**src/rtl/xosera_bus_host.sv**
```systemverilog
// Host-side initiator for the Xosera 8-bit register bus.
// Turns word-level register requests into even-then-odd byte bus cycles with
// programmable setup/strobe/hold timing and returns the assembled read word.
module xosera_bus_host #(
  parameter int SETUP_CYCLES  = 1,
  parameter int STROBE_CYCLES = 4,
  parameter int HOLD_CYCLES   = 1
) (
  input  logic        clk,
  input  logic        reset_n_i,
  input  logic        req_valid_i,
  output logic        req_ready_o,
  input  logic        req_rd_nwr_i,
  input  logic [3:0]  req_reg_num_i,
  input  logic [1:0]  req_bytes_i,
  input  logic [15:0] req_data_i,
  output logic        rsp_valid_o,
  output logic [15:0] rsp_data_o,
  output logic        busy_o,
  output logic        bus_cs_n_o,
  output logic        bus_rd_nwr_o,
  output logic [3:0]  bus_reg_num_o,
  output logic        bus_bytesel_o,
  output logic [7:0]  bus_data_o,
  output logic        bus_data_oe_o,
  input  logic [7:0]  bus_data_i
);

  localparam int MAX_SH = (SETUP_CYCLES > HOLD_CYCLES) ? SETUP_CYCLES : HOLD_CYCLES;
  localparam int MAX_P  = (STROBE_CYCLES > MAX_SH) ? STROBE_CYCLES : MAX_SH;
  localparam int CW     = $clog2(MAX_P) + 1;

  // Counter reload values: a phase of N cycles counts N-1 down to 0.
  localparam logic [CW-1:0] SETUP_LD  = CW'(SETUP_CYCLES - 1);
  localparam logic [CW-1:0] STROBE_LD = CW'(STROBE_CYCLES - 1);
  localparam logic [CW-1:0] HOLD_LD   = CW'(HOLD_CYCLES - 1);

  typedef enum logic [2:0] {
    IDLE,
    SETUP,
    STROBE,
    HOLD,
    DONE
  } state_t;

  state_t        state;
  logic [CW-1:0] cnt;
  logic [7:0]    odd_byte_q;     // odd (low) write byte, sent after the even one
  logic          odd_pending_q;  // odd byte enabled for this request
  logic [15:0]   rd_word_q;      // read word being assembled

  assign req_ready_o = (state == IDLE);
  assign busy_o      = (state != IDLE);

  // Transaction sequencer: phase timing, registered bus outputs and response.
  // NOTE: non-blocking assignments only, so every branch sees the pre-edge
  // values of state, cnt and the bus registers regardless of statement order.
  always_ff @(posedge clk or negedge reset_n_i) begin
    if (!reset_n_i) begin
      state         <= IDLE;
      cnt           <= '0;
      odd_byte_q    <= '0;
      odd_pending_q <= 1'b0;
      rd_word_q     <= '0;
      rsp_valid_o   <= 1'b0;
      rsp_data_o    <= '0;
      bus_cs_n_o    <= 1'b1;
      bus_rd_nwr_o  <= 1'b1;
      bus_reg_num_o <= '0;
      bus_bytesel_o <= 1'b0;
      bus_data_o    <= '0;
      bus_data_oe_o <= 1'b0;
    end else begin
      rsp_valid_o <= 1'b0;
      unique case (state)
        IDLE: begin
          if (req_valid_i) begin
            odd_byte_q    <= req_data_i[7:0];
            odd_pending_q <= req_bytes_i[0];
            rd_word_q     <= '0;
            if (req_bytes_i == 2'b00) begin
              // Nothing to transfer: complete immediately with a zero word.
              state       <= DONE;
              rsp_valid_o <= 1'b1;
              rsp_data_o  <= '0;
            end else begin
              // First enabled byte: even if enabled, otherwise odd.
              state         <= SETUP;
              cnt           <= SETUP_LD;
              bus_rd_nwr_o  <= req_rd_nwr_i;
              bus_reg_num_o <= req_reg_num_i;
              bus_bytesel_o <= ~req_bytes_i[1];
              bus_data_o    <= req_bytes_i[1] ? req_data_i[15:8] : req_data_i[7:0];
              bus_data_oe_o <= ~req_rd_nwr_i;
            end
          end
        end
        SETUP: begin
          if (cnt == '0) begin
            state      <= STROBE;
            cnt        <= STROBE_LD;
            bus_cs_n_o <= 1'b0;
          end else begin
            cnt <= cnt - CW'(1);
          end
        end
        STROBE: begin
          if (cnt == '0) begin
            state      <= HOLD;
            cnt        <= HOLD_LD;
            bus_cs_n_o <= 1'b1;
            // Read data has had the whole strobe to settle; take it now.
            if (bus_rd_nwr_o) begin
              if (bus_bytesel_o) rd_word_q[7:0]  <= bus_data_i;
              else               rd_word_q[15:8] <= bus_data_i;
            end
          end else begin
            cnt <= cnt - CW'(1);
          end
        end
        HOLD: begin
          if (cnt == '0) begin
            if (!bus_bytesel_o && odd_pending_q) begin
              state         <= SETUP;
              cnt           <= SETUP_LD;
              bus_bytesel_o <= 1'b1;
              bus_data_o    <= odd_byte_q;
            end else begin
              state         <= DONE;
              rsp_valid_o   <= 1'b1;
              rsp_data_o    <= rd_word_q;
              bus_data_oe_o <= 1'b0;
            end
          end else begin
            cnt <= cnt - CW'(1);
          end
        end
        DONE: begin
          state <= IDLE;
        end
        default: begin
          state <= IDLE;
        end
      endcase
    end
  end

endmodule

```
**config.mk**
```make
export PLATFORM = sky130hd
export DESIGN_NAME = xosera_bus_host
export DESIGN_NICKNAME = d
export VERILOG_FILES = /design/src/rtl/xosera_bus_host.sv
export SDC_FILE = /design/constraint.sdc
export NUM_CORES = 1
export LEC_CHECK = 0
export ABC_AREA = 1
export CAP_MARGIN = 10
export CELL_PAD_IN_SITES_DETAIL_PLACEMENT = 0
export CELL_PAD_IN_SITES_GLOBAL_PLACEMENT = 1
export CORE_ASPECT_RATIO = 0.8
export CORE_UTILIZATION = 37
export CTS_BUF_LIST = sky130_fd_sc_hd__clkbuf_16
export DETAILED_ROUTE_END_ITERATION = 7
export PLACE_DENSITY_LB_ADDON = 0.1
export RECOVER_POWER = 50
export SYNTH_ARGS = -nofsm -noshare
export SYNTH_HDL_FRONTEND = slang
export SYNTH_SLANG_ARGS = --single-unit
```
**constraint.sdc**
```tcl
create_clock -name clk -period 1.5 [get_ports clk]
set_input_delay 0.225 -clock clk [delete_from_list [all_inputs] [get_ports clk]]
set_output_delay 0.225 -clock clk [all_outputs]
set_load 0.05 [all_outputs]
```
==> results of run 1 <==
-- synth_stat cells --
cell type  number  area [µm²]
a21oi_1         4        20.0
a21oi_4         1        16.3
a31oi_1         1        6.26
buf_12          1        20.0
buf_2           7        35.0
buf_4           5        37.5
clkbuf_1        1        3.75
dfrtp_1        62        1550
dfstp_2         2        52.6
inv_1          36         135
inv_2           3        11.3
inv_4           1        6.26
nand2_1       133         499
nand2_2         4        25.0
nand2_4         4        45.0
nand3_1        45         225
nand3_2         8        80.1
nand3_4         1        17.5
nand4_1        16         100
nor2_1         13        48.8
nor2_2          3        18.8
nor2_4          2        22.5
nor2_8          1        20.0
o2111ai_1       1        8.76
o211ai_1        1        7.51
o21ai_0        20         100
o21ai_2         2        17.5
o21bai_1       10        75.1
-- cells by family (layout without fill, tap and decap cells) --
family,Yosys count,after routing,share of synthesized area
flops,64,64,0.500
compound gates,40,40,0.0784
simple gates,230,231,0.344
buf+inv,54,166,0.0776
-- flip-flops by register name, summed over array words and instances (netlist names) --
| signal | flops |
|---|---|
| bus_bytesel_o | 1 |
| bus_cs_n_o | 1 |
| bus_data_o | 8 |
| bus_data_oe_o | 1 |
| bus_rd_nwr_o | 1 |
| bus_reg_num_o | 4 |
| cnt | 3 |
| odd_byte_q | 8 |
| odd_pending_q | 1 |
| rd_word_q | 16 |
| rsp_data_o | 16 |
| rsp_valid_o | 1 |
| state | 3 |
-- path summary, 6_finish.rpt --
path	from	endpoint	slack [ps]	cells past startpoint
hold reg to reg	rd_word_q[7]	rd_word_q[7]	470	2
min in group asynchronous	reset_n_i	bus_reg_num_o[2]	630	3
hold / removal	req_reg_num_i[3]	bus_reg_num_o[3]	460	3
setup reg to reg	state[0]	bus_data_o[3]	60	7
setup / recovery	state[2]	busy_o	20	4
max in group asynchronous	reset_n_i	bus_bytesel_o	180	3
-- power groups by stage --
stage / clock [W] / sequential [W] / combinational [W]
after floorplan: 0 / 0.00361 / 0.00247
after global placement: 0 / 0.00282 / 0.00536
after detailed placement: 0 / 0.00282 / 0.00544
after CTS: 0.00216 / 0.00281 / 0.00580
after global routing: 0.00224 / 0.00289 / 0.00641
final: 0.00210 / 0.00281 / 0.00592
-- area by class of cell --
class	instances	area, µm²	area share
clock buffers	9	225	0.0466
clock inverters	7	77.6	0.0160
inverters	40	153	0.0316
multi-input cells	271	1450	0.300
flip-flops and latches	64	1610	0.333
well taps	108	135	0.0279
repair buffers	110	1190	0.246
-- metrics by stage --
stage / hold slack, ps / worst slack (ps) / setup TNS (ps) / area (µm²)
floorplan: -70.6 / -6.62 / -105 / 3210
global placement: 270 / -115 / -2400 / 4400
detailed placement: 270 / -131 / -3090 / 4400
CTS: 453 / -13.7 / -13.7 / 4810
global route: 466 / -44.6 / -160 / 4840
finish: 461 / 24.5 / 0 / 4840
-- critical path, delay by kind of cell, from the launching register on --
kind                   cells  cell delay, ps
DFF                        1             440
buffers and inverters      2             270
and+or+nand+nor            2             210
-- what timing repair did --
item | 4_1_cts | 5_1_grt
resized for setup | 6 | 21
hold endpoints to repair | 62 | 0
hold buffers | 1 | 0
pin swaps | 5 | 4
buffers inserted | 9 | 1
setup endpoints to repair | 13 | 45
gates cloned | 0 | 1
-- metal layers --
| metal | vias to the layer above | track usage | wire, µm |
|---|---|---|---|
| met2 | 68 | 0.304 | 3780 |
| met5 | - | 0 | 0 |
| li1 | 1479 | - | - |
| met1 | 1365 | 0.279 | 4180 |
| met3 | 8 | 0.0499 | 359 |
| met4 | 0 | 0.0657 | 83 |
==> impl_metrics.tcl, run 1 <==
set metrics [dict create \
    fmaxAchievable_mhz 678 \
    yosys_warnings 0 \
    switchingPower_w 0.00482 \
    grt_pass1_wl_um 13900 \
    p_leak_nw 2.64 \
    coreArea_um2 8160 \
    syn_inst 388 \
    ctsHtreeMaxLevel 3 \
    power_frac_comb 0.547 \
    portBuffers 68 \
    cts_root_buf "clkbuf_16" \
    worstPathRequired_ps 1270 \
    die_w_um 106 \
    io_pins 69 \
    dp_hpwl_um 5770 \
    setup_viol 0 \
    total_power_w 0.0108 \
    initial_utilization 0.393 \
    sequentialPowerShare 0.259 \
    cts_sinks 64 \
    syn_avg_cell_area_um2 8.27 \
    grt_use_total 0.200 \
    die_area_um2 9050 \
    cts_buffers 9 \
    outcome "complete, no violations" \
    synth_cell_types 28 \
    drt_iter0_drc 140 \
    pwr-share-clk 0.194 \
    clock_latency_ps 330 \
    grt_max_degree 65 \
    fin_crit_ps 1480 \
    irDropWorstVdd_mv 1.09 \
    clock_path_buffers 2 \
    cp_max_fo 3 \
    startpoint_type "register" \
    worstSetupPathType "register to output port" \
    internal_power_w 0.00600 \
    clock_skew_ps 8.56 \
    post-place-cells 582 \
    postLayoutCoreUtil 0.592 \
    clkTransAtPathRegs_ps 60 \
    finalHoldViolCount 0 \
    gp_congestion 0.801 \
    area_growth_pct 50.8 \
    sw_frac_of_total 0.446 \
    cp-end-kind "output port" \
    final_layout_size_suffix_gt1_frac 0.263 \
    cts_tree "built" \
    rows 29 \
    synth.cell_area_um2 3210 \
    antenna_found_initial 0 \
    hp-class "primary input to register" \
    diodes 0 \
    viasPerCell 4.79 \
    dr_total_vias 2920 \
    syn_nets 422 \
    detail-route-antenna-nets 0 \
    post-route-period-util 0.984 \
    power.density_nw_per_um2 2240 \
    rsz0062_at_grt "yes" \
    tightest_slew_ps 898 \
    fin_cells 609 \
    ys_seq_area_frac 0.500 \
    drc 0 \
    critPathArrivalTime_ps 1250 \
    fill_cells 759 \
    wirelength_um 8410 \
    maxSlewHeadroom 0.402 \
    slew_viol_final 0 \
    die_y_um 85.3 \
    cpMaxStageDelayCell "dfrtp_2" \
    maxCapViolCount 0 \
    grt_remaining_overflow 0 \
    cp_cell_sequence "nor2_4 -> nand2_2 -> buf_6 -> buf_12" \
    wl_per_cell_um 13.8 \
    final_common_cell "nand2_1" \
    nets 530 \
    layout_common_cells "nand2_1 (129), dfrtp_1 (58), nand3_1 (43), buf_4 (42), inv_1 (35)" \
    first_pass_iters 5 \
    grt_pass1_vias 2851 \
    critPathMaxStageDelay_ps 440 \
    synth-seq-cells 64 \
]
(Power assumes the default switching activity.)
==> inputs of run 2 (changes only) <==
Settings changed: ABC_AREA 1 to unset, CORE_UTILIZATION 37 to 41.
Clock period 1.5 ns to 1.85 ns, I/O delays scaled along.
==> run 2 against run 1 <==
  * Critical path depth down 3
  * Core utilization up 0.64 points
  * Total power is 35% lower
  * Non-clock buffer count is 22 lower
  * Setup slack improved by 60 ps
  * First-iteration DRC count fell by 11%
  * Critical endpoint is now bus_data_o[7]
==> impl_metrics.tcl, run 2 <==
set metrics [dict create \
    worstSetupPathType "register to output port" \
    ys_top_cells_by_count "dfrtp_1 (62), mux2_2 (22), nand2_1 (21), o21ai_0 (20), nand3_1 (19)" \
    fill_cells 550 \
    irDropWorstVdd_mv 1.12 \
    clkTransAtPathRegs_ps 50 \
    post-synth-top-area-cell "dfrtp_1" \
    diodes 0 \
    die_w_um 93.9 \
    antenna_found_initial 0 \
    syn_avg_cell_area_um2 11.7 \
    maxSlewHeadroom 0.414 \
    synth_cell_types 36 \
    portBuffers 68 \
    initial_utilization 0.428 \
    clock_skew_ps 5.60 \
    detail-route-antenna-nets 0 \
    synth_area_leaders "dfrtp_1 (56%), mux2_2 (8.9%), a22o_1 (5.1%), o21ai_0 (3.6%), nand3_1 (3.4%)" \
    setup_viol 0 \
    drt_iter0_drc 124 \
    die_y_um 75.5 \
    clock_path_buffers 2 \
    syn_nets 270 \
    tightest_slew_ps 878 \
    cp_cell_sequence "clkdlybuf4s50_1" \
    hp-class "register to register" \
    startpoint_type "register" \
    layout_common_cells "dfrtp_1 (61), clkdlybuf4s50_1 (58), mux2_2 (22), nand2_1 (21), o21ai_0 (20)" \
    rows 26 \
    fmaxAchievable_mhz 566 \
    critPathMaxStageDelay_ps 810 \
    dr_total_vias 2140 \
    path_buf_inv 1 \
    grt_pass1_vias 2053 \
    maxCapViolCount 0 \
    cts_tree "built" \
    synth.most_common_cell "dfrtp_1" \
    cts_buffers 9 \
    setup_ws_ps 84.4 \
    nets 355 \
    reg_top3 "rd_word_q: 16 flops, rsp_data_o: 16 flops" \
    clock_latency_ps 320 \
    final_layout_size_suffix_gt1_frac 0.196 \
    p_leak_nw 1.67 \
    synth_edf_count 0 \
    finalHoldViolCount 0 \
    post-place-cells 392 \
    cp_max_fo 2 \
    cpMaxStageDelayCell "clkdlybuf4s50_1" \
    crit_family "buffers and inverters" \
    synthFlopType "dfrtp_1" \
    final_common_cell "dfrtp_1" \
    slew_viol_final 0 \
    synth.cell_area_um2 2770 \
    grt_pass1_wl_um 10400 \
    dp_hpwl_um 4490 \
    fin_cells 410 \
    cp-end-kind "output port" \
    pre_cts_slack_ps 22.2 \
    synth_top_area_share 0.560 \
    yosys_warnings 0 \
    power.density_nw_per_um2 1830 \
    grt_use_total 0.200 \
    grt_remaining_overflow 0 \
    ctsHtreeMaxLevel 3 \
    outcome "complete, no violations" \
    area_growth_pct 39.9 \
    drc 0 \
    viasPerCell 5.22 \
    wl_per_cell_um 16.0 \
    io_pins 69 \
    wirelength_um 6560 \
    synth-seq-cells 64 \
    ys_seq_area_frac 0.579 \
    first_pass_iters 4 \
    gp_congestion 0.741 \
    cts_root_buf "clkbuf_16" \
    cts_sinks 64 \
    coreArea_um2 6470 \
    fin_crit_ps 1770 \
    die_area_um2 7090 \
    critPathArrivalTime_ps 1490 \
    post-route-period-util 0.954 \
    rsz0062_at_grt "no" \
    syn_inst 236 \
    async_flop_share 1.00 \
    worstPathRequired_ps 1570 \
    grt_max_degree 65 \
]
-- run 2: where the power goes --
group          internal, W  switching (W)
Clock             0.000880       0.000567
Sequential         0.00191       0.000375
Combinational      0.00133        0.00203
-- run 2: cells by family after synthesis --
| kind of cell | Yosys count | share of synthesized area |
|---|---|---|
| and+or+nand+nor | 60 | 0.118 |
| xor gates and xnor gates | 1 | 0.00316 |
| DFF | 64 | 0.579 |
| buffers and inverters | 19 | 0.0361 |
| AOI/OAI and AO/OA | 70 | 0.175 |
| muxes | 22 | 0.0894 |
-- run 2: final timing paths --
kind | cells after the start | endpoint | from | slack [ps]
worst max-delay path | 1 | bus_data_o[7] | bus_data_o[7] | 80
worst min-delay path | 1 | rsp_data_o[4] | rd_word_q[4] | 490
worst max register to register | 5 | rd_word_q[12] | cnt[1] | 180
worst min register to register | 1 | rsp_data_o[4] | rd_word_q[4] | 490
max in group asynchronous | 3 | state[1] | reset_n_i | 540
min in group asynchronous | 3 | cnt[1] | reset_n_i | 710
-- run 2: area by class of cell --
cell class,instances,area (µm²),share of cell area
inverter,5,22.5,0.00581
multi-input combinational,153,1080,0.278
timing repair buffer,88,810,0.209
clock buffer,9,225,0.0581
sequential,64,1610,0.414
tap,84,105,0.0271
clock inverter,7,32.5,0.00839
-- run 2: repair_timing --
action	4_1_cts	5_1_grt
gates resized for setup	0	3
buffers inserted	1	0
pin swaps	1	1
hold endpoints to repair	62	0
endpoints found under the setup margin	1	11
hold buffers	1	0
-- run 2: stage by stage --
stage	TNS, ps	power [W]	hold WS [ps]	instance area, µm²	util
floorplan	-7030	0.00451	-18.1	2790	-
finish	0	0.00709	489	3880	0.599
global route	0	0.00746	508	3880	0.599
detailed placement	0	0.00569	316	3640	0.563
global placement	0	0.00566	319	3640	0.563
CTS	0	0.00718	487	3920	0.606
-- run 2: layer usage --
metal	share of wire	vias to the layer above	GRT usage
li1	-	1041	-
met1	0.52	1043	0.294
met2	0.42	54	0.277
met3	0.055	2	0.0729
met4	0.0053	0	0.0564
met5	0	-	0
